File: src/rtl/mem_arbiter.sv
`default_nettype none
// ============================================================================
// Module      : mem_arbiter
// Description : Two-port round-robin arbiter in front of a single-outstanding
//               line memory. Port 0 is the instruction side and port 1 is the
//               data-cache side. The winning request is latched, issued as a
//               one-cycle strobe and held stable until the memory acks.
// Revision    : 1.0 - initial release
// ============================================================================
module mem_arbiter #(
  parameter int ADDR_W = 32,
  parameter int DATA_W = 256
) (
  input  logic              clk_i,
  input  logic              rst_i,

  input  logic              p0_enable_i,
  input  logic              p0_write_i,
  input  logic [ADDR_W-1:0] p0_addr_i,
  input  logic [DATA_W-1:0] p0_data_i,
  output logic              p0_ack_o,
  output logic [DATA_W-1:0] p0_data_o,

  input  logic              p1_enable_i,
  input  logic              p1_write_i,
  input  logic [ADDR_W-1:0] p1_addr_i,
  input  logic [DATA_W-1:0] p1_data_i,
  output logic              p1_ack_o,
  output logic [DATA_W-1:0] p1_data_o,

  output logic              mem_enable_o,
  output logic              mem_write_o,
  output logic [ADDR_W-1:0] mem_addr_o,
  output logic [DATA_W-1:0] mem_data_o,
  input  logic [DATA_W-1:0] mem_data_i,
  input  logic              mem_ack_i,

  output logic              busy_o
);

  typedef enum logic [1:0] {
    S_IDLE  = 2'd0,
    S_ISSUE = 2'd1,
    S_WAIT  = 2'd2
  } state_t;

  state_t            r_state;
  logic              r_grant;       // 0 = port 0, 1 = port 1
  logic              r_last_grant;  // port served by the most recent grant
  logic              r_mem_enable;
  logic              r_write;
  logic [ADDR_W-1:0] r_addr;
  logic [DATA_W-1:0] r_data;

  logic              w_any_req;
  logic              w_winner;
  logic              w_done;

  assign w_any_req = p0_enable_i | p1_enable_i;

  // Pick the winner: a lone requester wins, a tie goes to the port not served last.
  always_comb begin
    w_winner = 1'b0;
    if (p0_enable_i && p1_enable_i) begin
      w_winner = ~r_last_grant;
    end else if (p1_enable_i) begin
      w_winner = 1'b1;
    end
  end

  // Control FSM: latch the winner in IDLE, strobe in ISSUE, hold until ack in WAIT.
  always_ff @(posedge clk_i or negedge rst_i) begin
    if (!rst_i) begin
      r_state      <= S_IDLE;
      r_grant      <= 1'b0;
      r_last_grant <= 1'b1;   // port 0 wins the first tie after reset
      r_mem_enable <= 1'b0;
      r_write      <= 1'b0;
      r_addr       <= '0;
      r_data       <= '0;
    end else begin
      case (r_state)
        S_IDLE: begin
          r_mem_enable <= 1'b0;
          if (w_any_req) begin
            r_state      <= S_ISSUE;
            r_grant      <= w_winner;
            r_last_grant <= w_winner;
            r_mem_enable <= 1'b1;
            r_write      <= w_winner ? p1_write_i : p0_write_i;
            r_addr       <= w_winner ? p1_addr_i  : p0_addr_i;
            r_data       <= w_winner ? p1_data_i  : p0_data_i;
          end
        end
        S_ISSUE: begin
          r_mem_enable <= 1'b0;
          r_state      <= S_WAIT;
        end
        S_WAIT: begin
          r_mem_enable <= 1'b0;
          if (mem_ack_i) begin
            r_state <= S_IDLE;
          end
        end
        default: begin
          r_mem_enable <= 1'b0;
          r_state      <= S_IDLE;
        end
      endcase
    end
  end

  // Memory acks only count while a transaction is outstanding; stray acks are dropped.
  assign w_done = (r_state == S_WAIT) && mem_ack_i;

  assign p0_ack_o  = w_done && !r_grant;
  assign p1_ack_o  = w_done &&  r_grant;
  assign p0_data_o = p0_ack_o ? mem_data_i : '0;
  assign p1_data_o = p1_ack_o ? mem_data_i : '0;

  assign mem_enable_o = r_mem_enable;
  assign mem_write_o  = r_write;
  assign mem_addr_o   = r_addr;
  assign mem_data_o   = r_data;

  assign busy_o = (r_state != S_IDLE);

endmodule
`default_nettype wire

File: config.mk
export PLATFORM = sky130hd
export DESIGN_NAME = mem_arbiter
export DESIGN_NICKNAME = d
export VERILOG_FILES = /design/src/rtl/mem_arbiter.sv
export SDC_FILE = /design/constraint.sdc
export NUM_CORES = 1
export LEC_CHECK = 0
export CAP_MARGIN = 0
export CORE_AREA = 3 3 648 650
export CTS_CLUSTER_SIZE = 40
export DETAILED_ROUTE_END_ITERATION = 16
export DIE_AREA = 0 0 651 653
export PLACE_DENSITY = 0.3
export SYNTH_ARGS = -nofsm -noshare
export SYNTH_HDL_FRONTEND = slang
export SYNTH_SLANG_ARGS = --single-unit
File: constraint.sdc
create_clock -name clk_i -period 1.9 [get_ports clk_i]
set_input_delay 0.285 -clock clk_i [delete_from_list [all_inputs] [get_ports clk_i]]
set_output_delay 0.285 -clock clk_i [all_outputs]
set_load 0.005 [all_outputs]
==> results.txt, run 1 <==
CP required = 1.62 ns
Bufs on Longest Clock Path = 3
Synth Flop Type = dfrtp_1
Synthesized instance count = 1518
Kind of critical path = reg2out
Worst Hold Slack = 0.140 ns
Comb pwr share = 59.5%
Die width = 651 um
Top-count cell post-synth = and2_1
CTS Buf Count = 48
Synth Register Bits = 294
Asr flop ratio synth = 100%
Clock slew at reported path FFs = 0.07 ns
Fmax achieved = 349 MHz
Setup TNS = -478.91 ns
Initial detailed-routing violation count = 985
Reg power frac = 22.5%
Gr usage total = 12.3%
Final nets = 4424
Routability congestion estimate = 0.973
Status = finished with violations
Global-route wire length before repair = 324000 um
CP Launch Type = flop
Starting Density = 4.38%
DRC viols = 0
Slack of the worst reg-to-reg path = -0.38 ns
Crit. End Element = primary output
Switching power share of the total = 34.7%
Area delta synth->final = 183%
Clock group share of total power = 17.9%
Max-cap violations = 0
Final hold vios = 0
Max Fanout on Critical Path = 9
VDD IR-drop max = 756 uV
Non-filler cells, final = 9119
Worst R2R Start = r_state[0]
Synth unique cells = 19
Tmin final = 2.87 ns
Ports = 1644
Power Dens Cells = 988 nW/um^2
Number of cells on the worst reg-to-reg path = 6
# rows = 236
Static Leak = 20.3 nW
Share of cells above drive strength 1 = 57.1%
Post-Syn Area per Cell = 11.9 um^2
CTS sink cnt = 294
Synthesized Nets = 2357
Total grt overflow = 0
Antenna violations before repair = 187
Final Cycle Share = 151%
Final setup vio count = 825
Root Buffer = clkbuf_16
RSZ-0062 raised after global routing = yes
H-tree levels = 2
EDFF count, synth = 0
Cell Area, Placed = 45700 um^2
Top post-synthesis cells by count = and2_1, mux2_2, dfrtp_1, mux2_4, clkbuf_1
Switching power total = 17.6 mW
Avg Vias per Cell = 2.41
Dpl cells = 8824
Int Pwr = 33.1 mW
Final worst slack = -0.966 ns
Vias = 21900
Mapped Area = 18100 um^2
Setup Skew = 0.0804 ns
Synth top area share = 40.4%
Hold Crit Class = in2async
First-pass detailed-route iteration total = 5
Vias in the first global route = 22500
Routed Antenna Nets = 0
Register area share after synthesis = 40.6%
Largest cells by area after synthesis = dfrtp_1, mux2_2, and2_1
Detailed Route WL = 277000 um
Die Ht = 653 um
Synth area leader = dfrtp_1
WP data arrival = 2.58 ns
CTS tree = built
Worst relative slew slack = 66.2%
Post-Layout Inst Area = 51400 um^2
Detailed placement HPWL = 245000 um
Core box area = 414000 um^2
Failing checks = negative setup slack
Yosys warnings = 0
Die area = 425000 um^2
Clock latency at the later pin of the worst-skew pair = 0.69 ns
Worst-Margin Slew = 0.505 ns
Avg WL per Cell = 30.3 um
Port Buf Inserts = 1643
Slew Viols, Final = 0
Largest net degree at the start of global routing = 50
Critical R2R Capture = mem_addr_o[11]
[sequential cells by signal, indices dropped and copies added, names as in the netlist]
register	cells
r_grant	1
mem_enable_o	1
mem_write_o	1
r_state	2
mem_addr_o	32
mem_data_o	256
r_last_grant	1
[kinds of logic (layout without fill, tap and decap cells)]
logic type / count (synthesis) / in the layout / share of synthesized area [%]
AO/OA/AOI/OAI: 6 / 6 / 0.235
buffers and inverters: 122 / 2225 / 3.37
flip-flops: 294 / 294 / 40.6
multiplexers: 579 / 579 / 38.0
other: 0 / 24 / 0
AND/OR/NAND/NOR: 517 / 517 / 17.8
[worst max-delay path, cell delays in order (launching register included)]
cell and delay [ns]:
dfrtp_2 0.47, nor3_4 0.23, buf_12 0.17, buf_12 0.18
buf_12 0.15, and2_1 0.13, clkdlybuf4s50_1 0.53
[how the worst max path moves through the flow]
| stage | startpoint | end | slack, ns |
|---|---|---|---|
| after floorplan | r_last_grant | mem_data_o[100] | 0.08 |
| after global placement | mem_ack_i | p1_data_o[203] | -1.48 |
| after detailed placement | mem_ack_i | p1_data_o[203] | -1.51 |
| after CTS | r_state[0] | p0_data_o[136] | -1.23 |
| after global routing | r_state[0] | p0_data_o[31] | -1.12 |
| final | r_state[0] | p0_data_o[31] | -0.97 |
[through the flow]
step | worst slack, ns | power [mW] | util [%]
floorplan | 0.0788 | 19.8 | -
global placement | -1.48 | 39.1 | 11.1
detailed placement | -1.51 | 39.2 | 11.1
CTS | -1.23 | 50.4 | 11.8
global route | -1.12 | 53.6 | 12.4
finish | -0.966 | 50.7 | 12.4
[cell usage in the layout, fill, tap and decap left out, types with 2 or more instances in the layout]
master	instances
and2_1	90
and2_4	422
buf_12	240
buf_16	16
buf_2	30
buf_4	203
buf_6	412
buf_8	42
bufinv_16	2
clkbuf_1	13
clkbuf_16	66
clkbuf_2	26
clkbuf_8	7
clkdlybuf4s50_1	1141
clkinv_2	6
clkinv_4	3
clkinvlp_4	3
dfrtp_1	292
diode_2	24
dlymetal6s2s_1	9
mux2_2	479
mux2_4	99
nor3_4	2
[layer usage]
metal  wire (um)  global-route usage, %  vias to the layer above  part of all wire [%]
li1            -                      -                     9320                     -
met2      149000                   23.7                     1240                    54
met3       20400                   3.92                      450                   7.4
met5         618                      0                        -                  0.22
met4        7680                   2.45                       92                   2.8
met1       99200                   12.9                    10800                    36
[power by group through the flow]
| stage | clock network (mW) | registers, mW | logic, mW |
|---|---|---|---|
| floorplan | 0 | 11.4 | 8.34 |
| global placement | 0 | 11.5 | 27.6 |
| detailed placement | 0 | 11.6 | 27.6 |
| CTS | 9.76 | 11.5 | 29.1 |
| global route | 9.89 | 11.9 | 31.8 |
| finish | 9.11 | 11.4 | 30.2 |
[final cells by class]
type	instances	area [um^2]
antenna	24	60.1
clock buffer	70	1400
clock inverter	16	164
fill	47000	362000
inverter	2	7.51
multi-input combinational	1102	11300
sequential	294	7360
tap	5474	6850
timing repair buffer	2137	24300
[what timing repair did]
item,4_1_cts,5_1_grt
endpoints found under the setup margin,1055,1050
hold endpoints to repair,211,0
gates cloned,23,22
setup buffers,102,113
pin swaps,42,147
gates resized for setup,1054,1269
hold buffers,1,0
Power figures use the tool's default switching activity.
==> run 2, diff against run 1 <==
- GPL_TIMING_DRIVEN: default -> 0
==> run 2 against run 1 <==
The flow still finishes with violations (negative setup slack). Hold slack improved by 0.0092 ns. Combinational power barely moved. Sequential power barely moved. Core utilization fell by 0.91 points. Via count fell by 3.1%. Worst setup slack got worse by 0.0098 ns. Final cell count fell by 1.8%. Sequential share of layout area rose by 1.1 points. Flip-flop and latch count did not move. Clock skew fell by 0.014 ns. Die area did not move. Critical path type unchanged. Critical endpoint is now p0_data_o[157]. Largest cell class unchanged. Highest routed layer unchanged.
==> results.txt, run 2 (synthesis gave the netlist of run 1 again) <==
Status = finished with violations
Max FFs per register = 256 (unchanged)
Worst Hold Slack = 0.149 ns (+0.00920 ns)
CTS Buf Count = 46 (-4.2%)
Final setup vio count = 849 (+2.9%)
Share of cells above drive strength 1 = 49.9% (-7.2 points)
Worst slack, placed = -2.91 ns (-1.40 ns)
Commonest non-fill, non-tap cell in the layout = clkdlybuf4s50_1
Slack of the worst reg-to-reg path = -0.53 ns (-0.15 ns)
Core box area = 414000 um^2 (unchanged)
Gr usage total = 12.8% (+0.52 points)
Worst-Margin Slew = 0.678 ns (+0.173 ns)
Detailed Route WL = 288000 um (+4.1%)
Setup Skew = 0.0665 ns (-0.0139 ns)
Global-route wire length before repair = 334000 um (+2.9%)
Die width = 651 um (unchanged)
First-pass detailed-route iteration total = 5 (unchanged)
Worst R2R Start = r_state[1]
Layout Utilization = 11.5% (-0.91 points)
DRC viols = 0 (unchanged)
Initial detailed-routing violation count = 858 (-13%)
Die area = 425000 um^2 (unchanged)
Worst relative slew slack = 54.6% (-12 points)
Commonest cells after routing, fill and taps aside = clkdlybuf4s50_1, mux2_2, buf_6
Critical R2R Capture = mem_data_o[89]
Tmin final = 2.88 ns (+0.00977 ns)
Ports = 1644 (unchanged)
Total grt overflow = 0 (unchanged)
Number of cells on the worst reg-to-reg path = 8 (+2)
Antenna violations before repair = 182 (-2.7%)
Dpl cells = 8640 (-2.1%)
Setup TNS = -490.77 ns (-11.86 ns)
Vias in the first global route = 21800 (-3.1%)
Clock slew at reported path FFs = 0.06 ns (about the same)
Largest net degree at the start of global routing = 92 (+84%)
Fmax achieved = 348 MHz (-0.34%)
Failing checks = negative setup slack
H-tree levels = 2 (unchanged)
VDD IR-drop max = 599 uV (-21%)
Vias = 21300 (-3.1%)
CTS sink cnt = 294 (unchanged)
Crit. End Element = primary output
CTS tree = built
Bufs on Longest Clock Path = 3 (unchanged)
Post-Layout Inst Area = 47600 um^2 (-7.3%)
Root Buffer = clkbuf_16
Power Dens Cells = 1070 nW/um^2 (+8.0%)
Port Buf Inserts = 1643 (unchanged)
Die Ht = 653 um (unchanged)
Area delta synth->final = 163%
Detailed placement HPWL = 257000 um (+5.1%)
Final nets = 4238 (-4.2%)
Cell Area, Placed = 41600 um^2 (-9.1%)
Avg WL per Cell = 32.2 um (+6.0%)
Final hold vios = 0 (unchanged)
Final worst slack = -0.976 ns (-0.00977 ns)
Routed Antenna Nets = 0 (unchanged)
Final Cycle Share = 151% (+0.51 points)
Max-cap violations = 0 (unchanged)
Routability congestion estimate = 1.02 (+4.9%)
WP data arrival = 2.59 ns (about the same)
Non-filler cells, final = 8953 (-1.8%)
Static Leak = 18.9 nW (-6.7%)
Avg Vias per Cell = 2.37 (-1.3%)
Max Fanout on Critical Path = 7 (-2)
Clock latency at the later pin of the worst-skew pair = 0.69 ns (about the same)
Kind of critical path = reg2out
Slew Viols, Final = 0 (unchanged)
# rows = 236 (unchanged)
Hold Crit Class = in2async
Starting Density = 4.38% (unchanged)
CP required = 1.62 ns (about the same)
Total Power = 50.8 mW (about the same)
RSZ-0062 raised after global routing = yes
CP Launch Type = flop
## run 2: area by class of cell
class                           instances  area [um^2]
Clock buffer                           62         1330
Timing Repair Buffer                 1849        19300
Tap cell                             5474         6850
Inverter                                2         7.51
Clock inverter                         17          204
Buffer                                104         1380
Sequential cell                       294         7360
Multi-Input combinational cell       1102        11000
Fill cell                           47300       366000
Antenna cell                           49          123
## run 2: what timing repair did
action / CTS / global route
pin swaps: 13 / 8
gates cloned: 13 / 19
hold buffers: 1 / 0
endpoints found under the setup margin: 1072 / 1056
endpoints found under the hold margin: 62 / 0
gates resized for setup: 1902 / 1256
setup buffers: 71 / 104
## run 2: worst max-delay path by stage
stage | slack (ns) | from | cells past startpoint | end
after floorplan | 0.08 | r_last_grant | 5 | mem_data_o[100]
after global placement | -16.82 | rst_i | 1 | mem_data_o[42]
after detailed placement | -2.91 | mem_ack_i | 8 | p0_data_o[180]
after CTS | -1.20 | r_state[0] | 9 | p0_data_o[157]
after global routing | -1.15 | r_state[1] | 10 | p0_data_o[157]
final | -0.98 | r_state[1] | 10 | p0_data_o[157]
## run 2: critical path, stage by stage, from the launching register on
cell,delay (ns)
dfrtp_1,0.36
nand2_2,0.10
nor3_4,0.21
buf_12,0.14
buf_16,0.17
clkbuf_16,0.22
clkbuf_16,0.20
buf_6,0.12
buf_12,0.11
and2_4,0.14
buf_6,0.09
## run 2: layer usage
metal	GRT usage [%]	part of all wire, %	up-vias
met5	0	0.20	-
met4	3.49	4.0	84
met3	4.58	8.2	427
met2	24.3	52	1244
met1	13.1	35	10600
li1	-	-	8954
## run 2: report_power, final
group          switching (mW)  internal [mW]  total, mW  leakage (nW)
clock network            3.84           5.32       9.16         0.748
logic                    12.9           17.3       30.2          14.7
registers                1.85           9.56       11.4          3.43
